===== config.mk =====
export PLATFORM = sky130hd
export DESIGN_NAME = interrupt_ack_sequencer_flat
export DESIGN_NICKNAME = d
export VERILOG_FILES = /design/src/rtl/interrupt_ack_sequencer_if.sv /design/src/rtl/interrupt_ack_sequencer.sv /design/src/flat_wrapper.sv
export SDC_FILE = /design/constraint.sdc
export NUM_CORES = 1
export LEC_CHECK = 0
export ABC_AREA = 1
export CAP_MARGIN = 20
export CORE_ASPECT_RATIO = 1.2
export CORE_UTILIZATION = 47
export CTS_CLUSTER_SIZE = 25
export DETAILED_ROUTE_END_ITERATION = 6
export PLACE_DENSITY = 0.79
export SETUP_SLACK_MARGIN = 0.1
export SLEW_MARGIN = 20
export SYNTH_ARGS = -nofsm -noshare
export SYNTH_HDL_FRONTEND = slang
export SYNTH_SLANG_ARGS = --single-unit

===== constraint.sdc =====
create_clock -name clk -period 2.4 [get_ports clk]
set_clock_uncertainty 0.05 [all_clocks]
set_input_delay 0.24 -clock clk [delete_from_list [all_inputs] [get_ports clk]]
set_output_delay 0.24 -clock clk [all_outputs]
set_load 0.02 [all_outputs]

===== src/rtl/interrupt_ack_sequencer_if.sv =====
// Bus between the 8259 acknowledge sequencer and its neighbours (IRR/mask,
// command decoder, data bus buffer). master = surrounding logic, slave = sequencer.
interface interrupt_ack_sequencer_if;
  logic [7:0] irr_masked;
  logic       inta_n;
  logic [4:0] vector_base;
  logic       eoi_ns;
  logic       aeoi_mode;
  logic       int_out;
  logic [7:0] isr;
  logic [7:0] irr_clear;
  logic [7:0] data_out;
  logic       data_oe;

  modport master (
    output irr_masked, inta_n, vector_base, eoi_ns, aeoi_mode,
    input  int_out, isr, irr_clear, data_out, data_oe
  );

  modport slave (
    input  irr_masked, inta_n, vector_base, eoi_ns, aeoi_mode,
    output int_out, isr, irr_clear, data_out, data_oe
  );
endinterface


===== src/rtl/interrupt_ack_sequencer.sv =====
// 8259 interrupt-acknowledge sequencer: fixed-priority resolution, ISR ownership
// and the two-pulse 8086 INTA handshake. Define AEOI_EN to build automatic EOI.
//
// state   | meaning
// S_IDLE  | no qualified request outstanding
// S_REQ   | int_out high, waiting for first INTA falling edge
// S_ACK1  | first INTA pulse low, level committed
// S_WAIT2 | between the two INTA pulses
// S_ACK2  | second INTA pulse low, vector on the bus
module interrupt_ack_sequencer #(
  parameter int NUM_IRQ        = 8,
  parameter int SPURIOUS_LEVEL = 7
) (
  input  logic                     clk,
  input  logic                     rst,
  interrupt_ack_sequencer_if.slave bus
);

  typedef enum logic [2:0] {
    S_IDLE,
    S_REQ,
    S_ACK1,
    S_WAIT2,
    S_ACK2
  } state_t;

  state_t               state_q, state_d;
  logic                 int_q, int_d;
  logic [NUM_IRQ-1:0]   isr_q, isr_d;
  logic [NUM_IRQ-1:0]   irr_clr_q, irr_clr_d;
  logic [7:0]           dout_q, dout_d;
  logic                 oe_q, oe_d;
  logic [2:0]           level_q, level_d;
  logic                 inta_prev_q;

  logic [3:0]           win, cur;
  logic                 qualify;
  logic                 inta_fall, inta_rise;
  logic [NUM_IRQ-1:0]   set_mask, eoi_clr, aeoi_clr;

  // Index 8 on cur means "nothing in service", so any request outranks it.
  always_comb begin
    win = 4'd8;
    cur = 4'd8;
    for (int i = NUM_IRQ - 1; i >= 0; i--) begin
      if (bus.irr_masked[i]) win = 4'(i);
      if (isr_q[i])          cur = 4'(i);
    end
    qualify = (bus.irr_masked != '0) && (win < cur);
  end

  assign inta_fall = inta_prev_q & ~bus.inta_n;
  assign inta_rise = ~inta_prev_q & bus.inta_n;

  always_comb begin
    eoi_clr = '0;
    if (bus.eoi_ns && !cur[3]) eoi_clr[cur[2:0]] = 1'b1;
  end

`ifdef AEOI_EN
  logic spur_q, spur_d;

  // Spurious acknowledges never set an ISR bit, so AEOI must not clear one.
  always_comb begin
    spur_d   = spur_q;
    aeoi_clr = '0;
    if (state_q == S_REQ && inta_fall) spur_d = !qualify;
    if (state_q == S_ACK2 && inta_rise && bus.aeoi_mode && !spur_q)
      aeoi_clr[level_q] = 1'b1;
  end

  always_ff @(posedge clk) begin
    if (rst) spur_q <= 1'b0;
    else     spur_q <= spur_d;
  end
`else
  logic unused_aeoi_mode;
  assign unused_aeoi_mode = bus.aeoi_mode;
  assign aeoi_clr         = '0;
`endif

  always_comb begin
    state_d  = state_q;
    int_d    = int_q;
    dout_d   = dout_q;
    oe_d     = oe_q;
    level_d  = level_q;
    set_mask = '0;
    case (state_q)
      S_IDLE: begin
        if (qualify) begin
          state_d = S_REQ;
          int_d   = 1'b1;
        end
      end
      S_REQ: begin
        // A falling edge wins over a withdrawn request: that is the spurious case.
        if (inta_fall) begin
          state_d = S_ACK1;
          int_d   = 1'b0;
          if (qualify) begin
            level_d            = win[2:0];
            set_mask[win[2:0]] = 1'b1;
          end else begin
            level_d = 3'(SPURIOUS_LEVEL);
          end
        end else if (!qualify) begin
          state_d = S_IDLE;
          int_d   = 1'b0;
        end
      end
      S_ACK1: begin
        if (inta_rise) state_d = S_WAIT2;
      end
      S_WAIT2: begin
        if (inta_fall) begin
          state_d = S_ACK2;
          dout_d  = {bus.vector_base, level_q};
          oe_d    = 1'b1;
        end
      end
      S_ACK2: begin
        if (inta_rise) begin
          state_d = S_IDLE;
          oe_d    = 1'b0;
        end
      end
      default: state_d = S_IDLE;
    endcase
    irr_clr_d = set_mask;
    isr_d     = (isr_q & ~eoi_clr & ~aeoi_clr) | set_mask;
  end

  always_ff @(posedge clk) begin
    if (rst) begin
      state_q     <= S_IDLE;
      int_q       <= 1'b0;
      isr_q       <= '0;
      irr_clr_q   <= '0;
      dout_q      <= '0;
      oe_q        <= 1'b0;
      level_q     <= '0;
      inta_prev_q <= 1'b1;
    end else begin
      state_q     <= state_d;
      int_q       <= int_d;
      isr_q       <= isr_d;
      irr_clr_q   <= irr_clr_d;
      dout_q      <= dout_d;
      oe_q        <= oe_d;
      level_q     <= level_d;
      inta_prev_q <= bus.inta_n;
    end
  end

  assign bus.int_out   = int_q;
  assign bus.isr       = isr_q;
  assign bus.irr_clear = irr_clr_q;
  assign bus.data_out  = dout_q;
  assign bus.data_oe   = oe_q;

endmodule

===== src/flat_wrapper.sv =====
// flat-port wrapper written by rule: the top's interface ports become plain ports
module interrupt_ack_sequencer_flat 
#(
  parameter int NUM_IRQ        = 8,
  parameter int SPURIOUS_LEVEL = 7
)
  (clk, rst, bus_irr_masked, bus_inta_n, bus_vector_base, bus_eoi_ns, bus_aeoi_mode, bus_int_out, bus_isr, bus_irr_clear, bus_data_out, bus_data_oe);
  interrupt_ack_sequencer_if bus_i ();
  input  logic clk;
  input  logic rst;
  input wire logic [$bits(bus_i.irr_masked)-1:0] bus_irr_masked;
  input wire logic [$bits(bus_i.inta_n)-1:0] bus_inta_n;
  input wire logic [$bits(bus_i.vector_base)-1:0] bus_vector_base;
  input wire logic [$bits(bus_i.eoi_ns)-1:0] bus_eoi_ns;
  input wire logic [$bits(bus_i.aeoi_mode)-1:0] bus_aeoi_mode;
  output wire logic [$bits(bus_i.int_out)-1:0] bus_int_out;
  output wire logic [$bits(bus_i.isr)-1:0] bus_isr;
  output wire logic [$bits(bus_i.irr_clear)-1:0] bus_irr_clear;
  output wire logic [$bits(bus_i.data_out)-1:0] bus_data_out;
  output wire logic [$bits(bus_i.data_oe)-1:0] bus_data_oe;
  assign bus_i.irr_masked = bus_irr_masked;
  assign bus_i.inta_n = bus_inta_n;
  assign bus_i.vector_base = bus_vector_base;
  assign bus_i.eoi_ns = bus_eoi_ns;
  assign bus_i.aeoi_mode = bus_aeoi_mode;
  assign bus_int_out = bus_i.int_out;
  assign bus_isr = bus_i.isr;
  assign bus_irr_clear = bus_i.irr_clear;
  assign bus_data_out = bus_i.data_out;
  assign bus_data_oe = bus_i.data_oe;
  interrupt_ack_sequencer #(.NUM_IRQ(NUM_IRQ), .SPURIOUS_LEVEL(SPURIOUS_LEVEL)) u_core (.clk(clk), .rst(rst), .bus(bus_i));
endmodule

==> flow_metrics.py, run 1 <==
metrics = {
    "run_status": {
        "outcome": "finished clean",
    },
    "cts": {
        "cts_root_buf": "clkbuf_4",
        "cts_tree": "built",
        "clock_path_buffers": 2,
        "clock_sink_count": 33,
        "cts_setup_buffers": 0,
        "cts.reportedPaths.clkPinSlew_ns": 0.10,
        "cts_buffers": 5,
        "clk_latency_ns": 0.34,
        "htree_levels": 2,
    },
    "worst_setup_path": {
        "crit_slowest_cell": "nor4_1",
        "worstRegToRegCells": 9,
        "cp.arrival_ns": 2.43,
        "worstSetupEndpointType": "flop",
        "worstSetupPathType": "reg2reg",
        "slowest_delay_ns": 0.44,
        "crit_path_max_fanout": 9,
        "crit_top_cell": "nand2_4",
        "r2r-end": "u_core.level_q[0]$_SDFFE_PP0P_",
        "cp-start-kind": "flop",
        "endpoint": "u_core.level_q[0]$_SDFFE_PP0P_",
        "crit-reg2reg-launch": "u_core.bus.isr[3]$_SDFF_PP0_",
        "path_cells": "nor4_1, nand3_1, ha_1, a211oi_4, nand2_4, clkinv_2, nand2_4, o21ai_1, inv_1",
        "ff2ff_setup_slack_ns": 0.16,
        "crit_required_ns": 2.59,
        "crit_start": "u_core.bus.isr[3]$_SDFF_PP0_",
    },
    "drt": {
        "wire_per_inst_um": 11.4,
        "drt-total-wl_um": 3580,
        "ant_nets": 0,
        "vias": 1568,
        "drtPass1Iterations": 4,
        "via_per_inst": 4.99,
        "drt-initial-drc-count": 37,
        "drc": 0,
    },
    "power": {
        "power.density_mw_per_mm2": 639,
        "p_total_mw": 1.41,
        "power.leakage_nw": 0.987,
        "ir_drop_mv": 0.564,
    },
    "floorplanning": {
        "initial_utilization": 0.504,
        "core_region_area_mm2": 0.00314,
        "die_h_um": 65.5,
        "die_w_um": 54.9,
        "num_rows": 22,
        "io_pins": 44,
        "fp.dieArea_mm2": 0.00360,
    },
    "cells_and_area": {
        "mostFrequentLayoutCells": "42 x clkdlybuf4s50_1, 41 x nor2_1, 38 x inv_1",
        "area_growth_syn_to_layout_pct": 39.7,
        "layout-drive-gt1-share": 0.151,
        "final_common_cell": "clkdlybuf4s50_1",
        "final_nets": 298,
        "diodes": 0,
        "instances_no_fill": 314,
    },
    "timing": {
        "maxSlewHeadroom": 0.692,
        "finalHoldViolations": 0,
        "setup_slack_ns": 0.158,
        "worstMarginPinSlew_ns": 0.458,
        "fin_crit_ns": 2.24,
        "slew_viol_final": 0,
        "rsz0062_at_grt": "no",
        "setup_viol_count_final": 0,
        "max_freq_ghz": 0.446,
        "fin_crit_sh": 0.934,
        "hold_ws_ns": 0.413,
    },
    "placed_design": {
        "post-place-ws_ns": -0.0520,
        "dp.cells": 306,
        "numPortBuffers": 42,
        "hpwlAfterDp_um": 2760,
        "gp_congestion": 0.776,
    },
    "synthesis": {
        "synth_edf_count": 0,
        "ys_types": 32,
        "synth_nets": 241,
        "synth-seq-area-share": 0.418,
        "ys.warnings.count": 0,
        "synthArstFlopShare": 0,
        "synth_area_per_cell_um2": 7.18,
        "synth_area_mm2": 0.00158,
        "netlist_instances": 220,
        "yosys_register_bits": 33,
        "ys.flop_type": "dfxtp_1",
    },
    "run": {
        "drv_cap": 0,
    },
    "min_path": {
        "holdPathStages": 2,
        "hp-class": "reg2reg",
    },
    "grt": {
        "antenna_found_initial": 0,
        "grt.total_usage": 0.235,
        "grt_pass1_vias": 1409,
        "grt-ovfl-total": 0,
        "grt_start_max_net_pins": 13,
        "grt_pass1_wl_um": 6010,
    },
}
## metal layers
layer  vias to the layer above  track usage  part of all wire  wire [µm]
li1                        817            -                 -          -
met1                       702        0.266              0.43       1550
met2                        43        0.392              0.50       1790
met3                         6       0.0741             0.049        176
met4                         0       0.0969             0.018         64
met5                         -            0                 0          0
## power breakdown
group / total, mW / switching, mW / internal, mW
clock: 0.354 / 0.185 / 0.170
sequential: 0.632 / 0.0330 / 0.599
combinational: 0.425 / 0.251 / 0.173
## cell type report
type                       instances  area (µm²)
sequential                        33         661
timing repair buffer              54         510
tap                               36        45.0
clock buffer                       7        65.1
multi-input combinational        142         766
clock inverter                     1        5.00
fill                             262         931
inverter                          41         155
## logic make-up (layout without fill, tap and decap cells)
logic type                 after synthesis  after routing  synth area share
DFF                                     33             33             0.418
adders and majority gates                3              3            0.0238
buffers and inverters                   45            103             0.108
AOI/OAI and AO/OA                       39             39             0.158
and+or+nand+nor                        100            100             0.291
## worst max-delay path, delay by kind of cell (launching register included)
kind | cells | cell delay (ns)
AND/OR/NAND/NOR | 4 | 0.82
flip-flops | 1 | 0.34
buffers and inverters | 2 | 0.15
adder cells (fa/ha/maj) | 1 | 0.36
AO/OA/AOI/OAI | 2 | 0.42
## how the worst min path moves through the flow
stage                                   startpoint                                  end  slack (ns)
global route                    bus_vector_base[0]  u_core.bus.data_out[3]$_SDFFE_PP0P_        0.42
detailed placement  u_core.level_q[0]$_SDFFE_PP0P_  u_core.bus.data_out[0]$_SDFFE_PP0P_        0.40
finish              u_core.level_q[0]$_SDFFE_PP0P_  u_core.bus.data_out[0]$_SDFFE_PP0P_        0.41
global placement    u_core.level_q[1]$_SDFFE_PP0P_  u_core.bus.data_out[1]$_SDFFE_PP0P_        0.40
CTS                             bus_vector_base[4]  u_core.bus.data_out[7]$_SDFFE_PP0P_        0.42
floorplan                               bus_inta_n        u_core.inta_prev_q$_SDFF_PP1_        0.30
## sequential cells by signal, indices dropped and copies added, names as in the netlist
signal                count
u_core.level_q            3
u_core.bus.int_out        1
u_core.bus.irr_clear      8
u_core.bus.isr            8
u_core.state_q            3
u_core.bus.data_out       8
u_core.inta_prev_q        1
u_core.bus.data_oe        1
## repair_timing
item	CTS	global route
hold buffers	0	0
endpoints found under the setup margin	0	20
resized for setup	0	4
## Yosys cell counts (2+ instances only)
| cell type | number | share of area |
|---|---|---|
| o21ai_2 | 3 | 0.017 |
| nor3_1 | 4 | 0.013 |
| o31ai_1 | 2 | 0.0095 |
| nand2_1 | 28 | 0.067 |
| nand3_1 | 11 | 0.035 |
| o21ai_1 | 4 | 0.013 |
| a21oi_1 | 7 | 0.022 |
| dfxtp_1 | 33 | 0.42 |
| nand2_2 | 4 | 0.016 |
| nor4_1 | 2 | 0.0079 |
| clkbuf_1 | 3 | 0.0071 |
| nand2_4 | 3 | 0.021 |
| nor2_1 | 43 | 0.10 |
| inv_1 | 38 | 0.090 |
| ha_1 | 3 | 0.024 |
| inv_2 | 2 | 0.0048 |
| o21ai_0 | 15 | 0.048 |
## per-stage QoR
step                      instance area, µm²  TNS [ns]   util
final                                   2210         0  0.703
after global routing                    2210         0  0.703
after CTS                               2190         0  0.698
after detailed placement                2120    -0.119  0.675
after global placement                  2120   -0.0295  0.675
after floorplan                         1580         0      -
(Power assumes the default switching activity.)
==> run 2, diff against run 1 <==
Settings changed: CORE_UTILIZATION 47 to 40, PLACE_DENSITY 0.79 to 0.69.
==> run 2 against run 1 <==
Sequential power barely moved. Critical endpoint unchanged. Critical path depth did not move. Setup slack improved by 0.14 ns. Final cell count rose by 5.4%.
==> flow_metrics.py, run 2 (synthesized netlist as in run 1, its figures left out) <==
metrics = {
    "run_status": {
        "outcome": "finished clean",
    },
    "cells_and_area": {
        "diodes": 0,
        "layout-drive-gt1-share": 0.165,
        "area_growth_syn_to_layout_pct": 44.3,
        "nFillCells": 349,
        "design_area_mm2": 0.00228,
        "final_nets": 299,
        "final_core_util": 0.617,
        "mostFrequentLayoutCells": "42 x clkdlybuf4s50_1, 39 x nor2_1, 38 x inv_1",
        "seq_area_um2": 661,
        "instances_no_fill": 331,
        "multi_input_area_um2": 798,
        "final_common_cell": "clkdlybuf4s50_1",
    },
    "timing": {
        "setup_viol_count_final": 0,
        "fin_tns_setup_ns": 0,
        "hold_ws_ns": 0.411,
        "worstMarginPinSlew_ns": 0.386,
        "fin_crit_ns": 2.10,
        "setup_slack_ns": 0.301,
        "rsz0062_at_grt": "no",
        "fin_crit_sh": 0.874,
        "slew_viol_final": 0,
        "finalHoldViolations": 0,
        "maxSlewHeadroom": 0.742,
        "max_freq_ghz": 0.477,
    },
    "placed_design": {
        "numPortBuffers": 42,
        "dp.cells": 322,
        "post-place-ws_ns": -0.0765,
        "placed_cell_area_mm2": 0.00214,
        "hpwlAfterDp_um": 2600,
        "gp_congestion": 0.847,
    },
    "drt": {
        "drt-initial-drc-count": 67,
        "via_per_inst": 4.60,
        "drc": 0,
        "drtPass1Iterations": 4,
        "met3_length_um": 147,
        "drt-total-wl_um": 3530,
        "ant_nets": 0,
        "wire_per_inst_um": 10.7,
        "vias": 1522,
        "top_layer": "met4",
        "wl_met2_um": 1650,
        "wl_met1_um": 1650,
    },
    "cts": {
        "clock_path_buffers": 2,
        "cts_tree": "built",
        "clock_sink_count": 33,
        "cts.reportedPaths.clkPinSlew_ns": 0.07,
        "htree_levels": 2,
        "hold_buffers": 0,
        "cts_root_buf": "clkbuf_8",
        "cts_buffers": 5,
        "clk_latency_ns": 0.29,
    },
    "power": {
        "ir_drop_mv": 0.430,
        "power.density_mw_per_mm2": 643,
        "p_total_mw": 1.46,
        "power.leakage_nw": 1.00,
    },
    "worst_setup_path": {
        "crit_path_max_fanout": 9,
        "crit_required_ns": 2.54,
        "cp.arrival_ns": 2.23,
        "worstSetupPathType": "reg2reg",
        "worstSetupEndpointType": "flop",
        "cp-start-kind": "flop",
    },
    "floorplanning": {
        "initial_utilization": 0.428,
        "fp.dieArea_mm2": 0.00421,
        "num_rows": 24,
        "die_w_um": 59.4,
        "core_region_area_mm2": 0.00369,
        "die_h_um": 70.9,
        "io_pins": 44,
    },
    "grt": {
        "grt_start_max_net_pins": 13,
        "grt_pass1_wl_um": 6090,
        "grt.total_usage": 0.192,
        "antenna_found_initial": 0,
        "grt-ovfl-total": 0,
        "grt_pass1_vias": 1381,
    },
    "min_path": {
        "hp-class": "reg2reg",
    },
    "run": {
        "drv_cap": 0,
    },
}
## run 2: cell count changes in the layout (fill, tap and decap cells not counted), sizes merged
cell    change
clkbuf      -1
buf         +1
clkinv      +1
## run 2: final timing paths
path / from / slack (ns) / to / cells after the start
setup / recovery: u_core.bus.isr[3]$_SDFF_PP0_ / 0.30 / u_core.level_q[0]$_SDFFE_PP0P_ / 9
hold / removal: u_core.level_q[0]$_SDFFE_PP0P_ / 0.41 / u_core.bus.data_out[0]$_SDFFE_PP0P_ / 2
setup reg to reg: u_core.bus.isr[3]$_SDFF_PP0_ / 0.30 / u_core.level_q[0]$_SDFFE_PP0P_ / 9
hold reg to reg: u_core.level_q[0]$_SDFFE_PP0P_ / 0.41 / u_core.bus.data_out[0]$_SDFFE_PP0P_ / 2
## run 2: what timing repair did
| action | in CTS | in global routing |
|---|---|---|
| endpoints found under the setup margin | 0 | 22 |
| resized for setup | 0 | 9 |
| buffers inserted | 0 | 1 |
## run 2: layout make-up
type | count | share of cell area
inverter | 41 | 0.0681
sequential | 33 | 0.290
timing repair buffer | 55 | 0.227
clock buffer | 6 | 0.0318
clock inverter | 2 | 0.00439
tap | 52 | 0.0285
multi-input combinational | 142 | 0.350
## run 2: report_power, final
part / internal, mW / switching (mW) / leakage (nW)
combinational: 0.182 / 0.245 / 0.688
clock: 0.201 / 0.204 / 0.0450
sequential: 0.599 / 0.0347 / 0.268
total: 0.982 / 0.483 / 1.00
## run 2: routing by layer
layer / vias up / global-route usage
li1: 816 / -
met1: 662 / 0.253
met2: 36 / 0.285
met3: 8 / 0.0585
met4: 0 / 0.0873
met5: - / 0
## run 2: critical path, stage by stage, from the launching register on
cell      delay, ns
dfxtp_1        0.36
nor4_4         0.31
nand3_1        0.20
ha_4           0.30
a211oi_4       0.30
nand2_4        0.11
clkinv_2       0.10
nand2_4        0.10
o21ai_1        0.13
inv_1          0.04
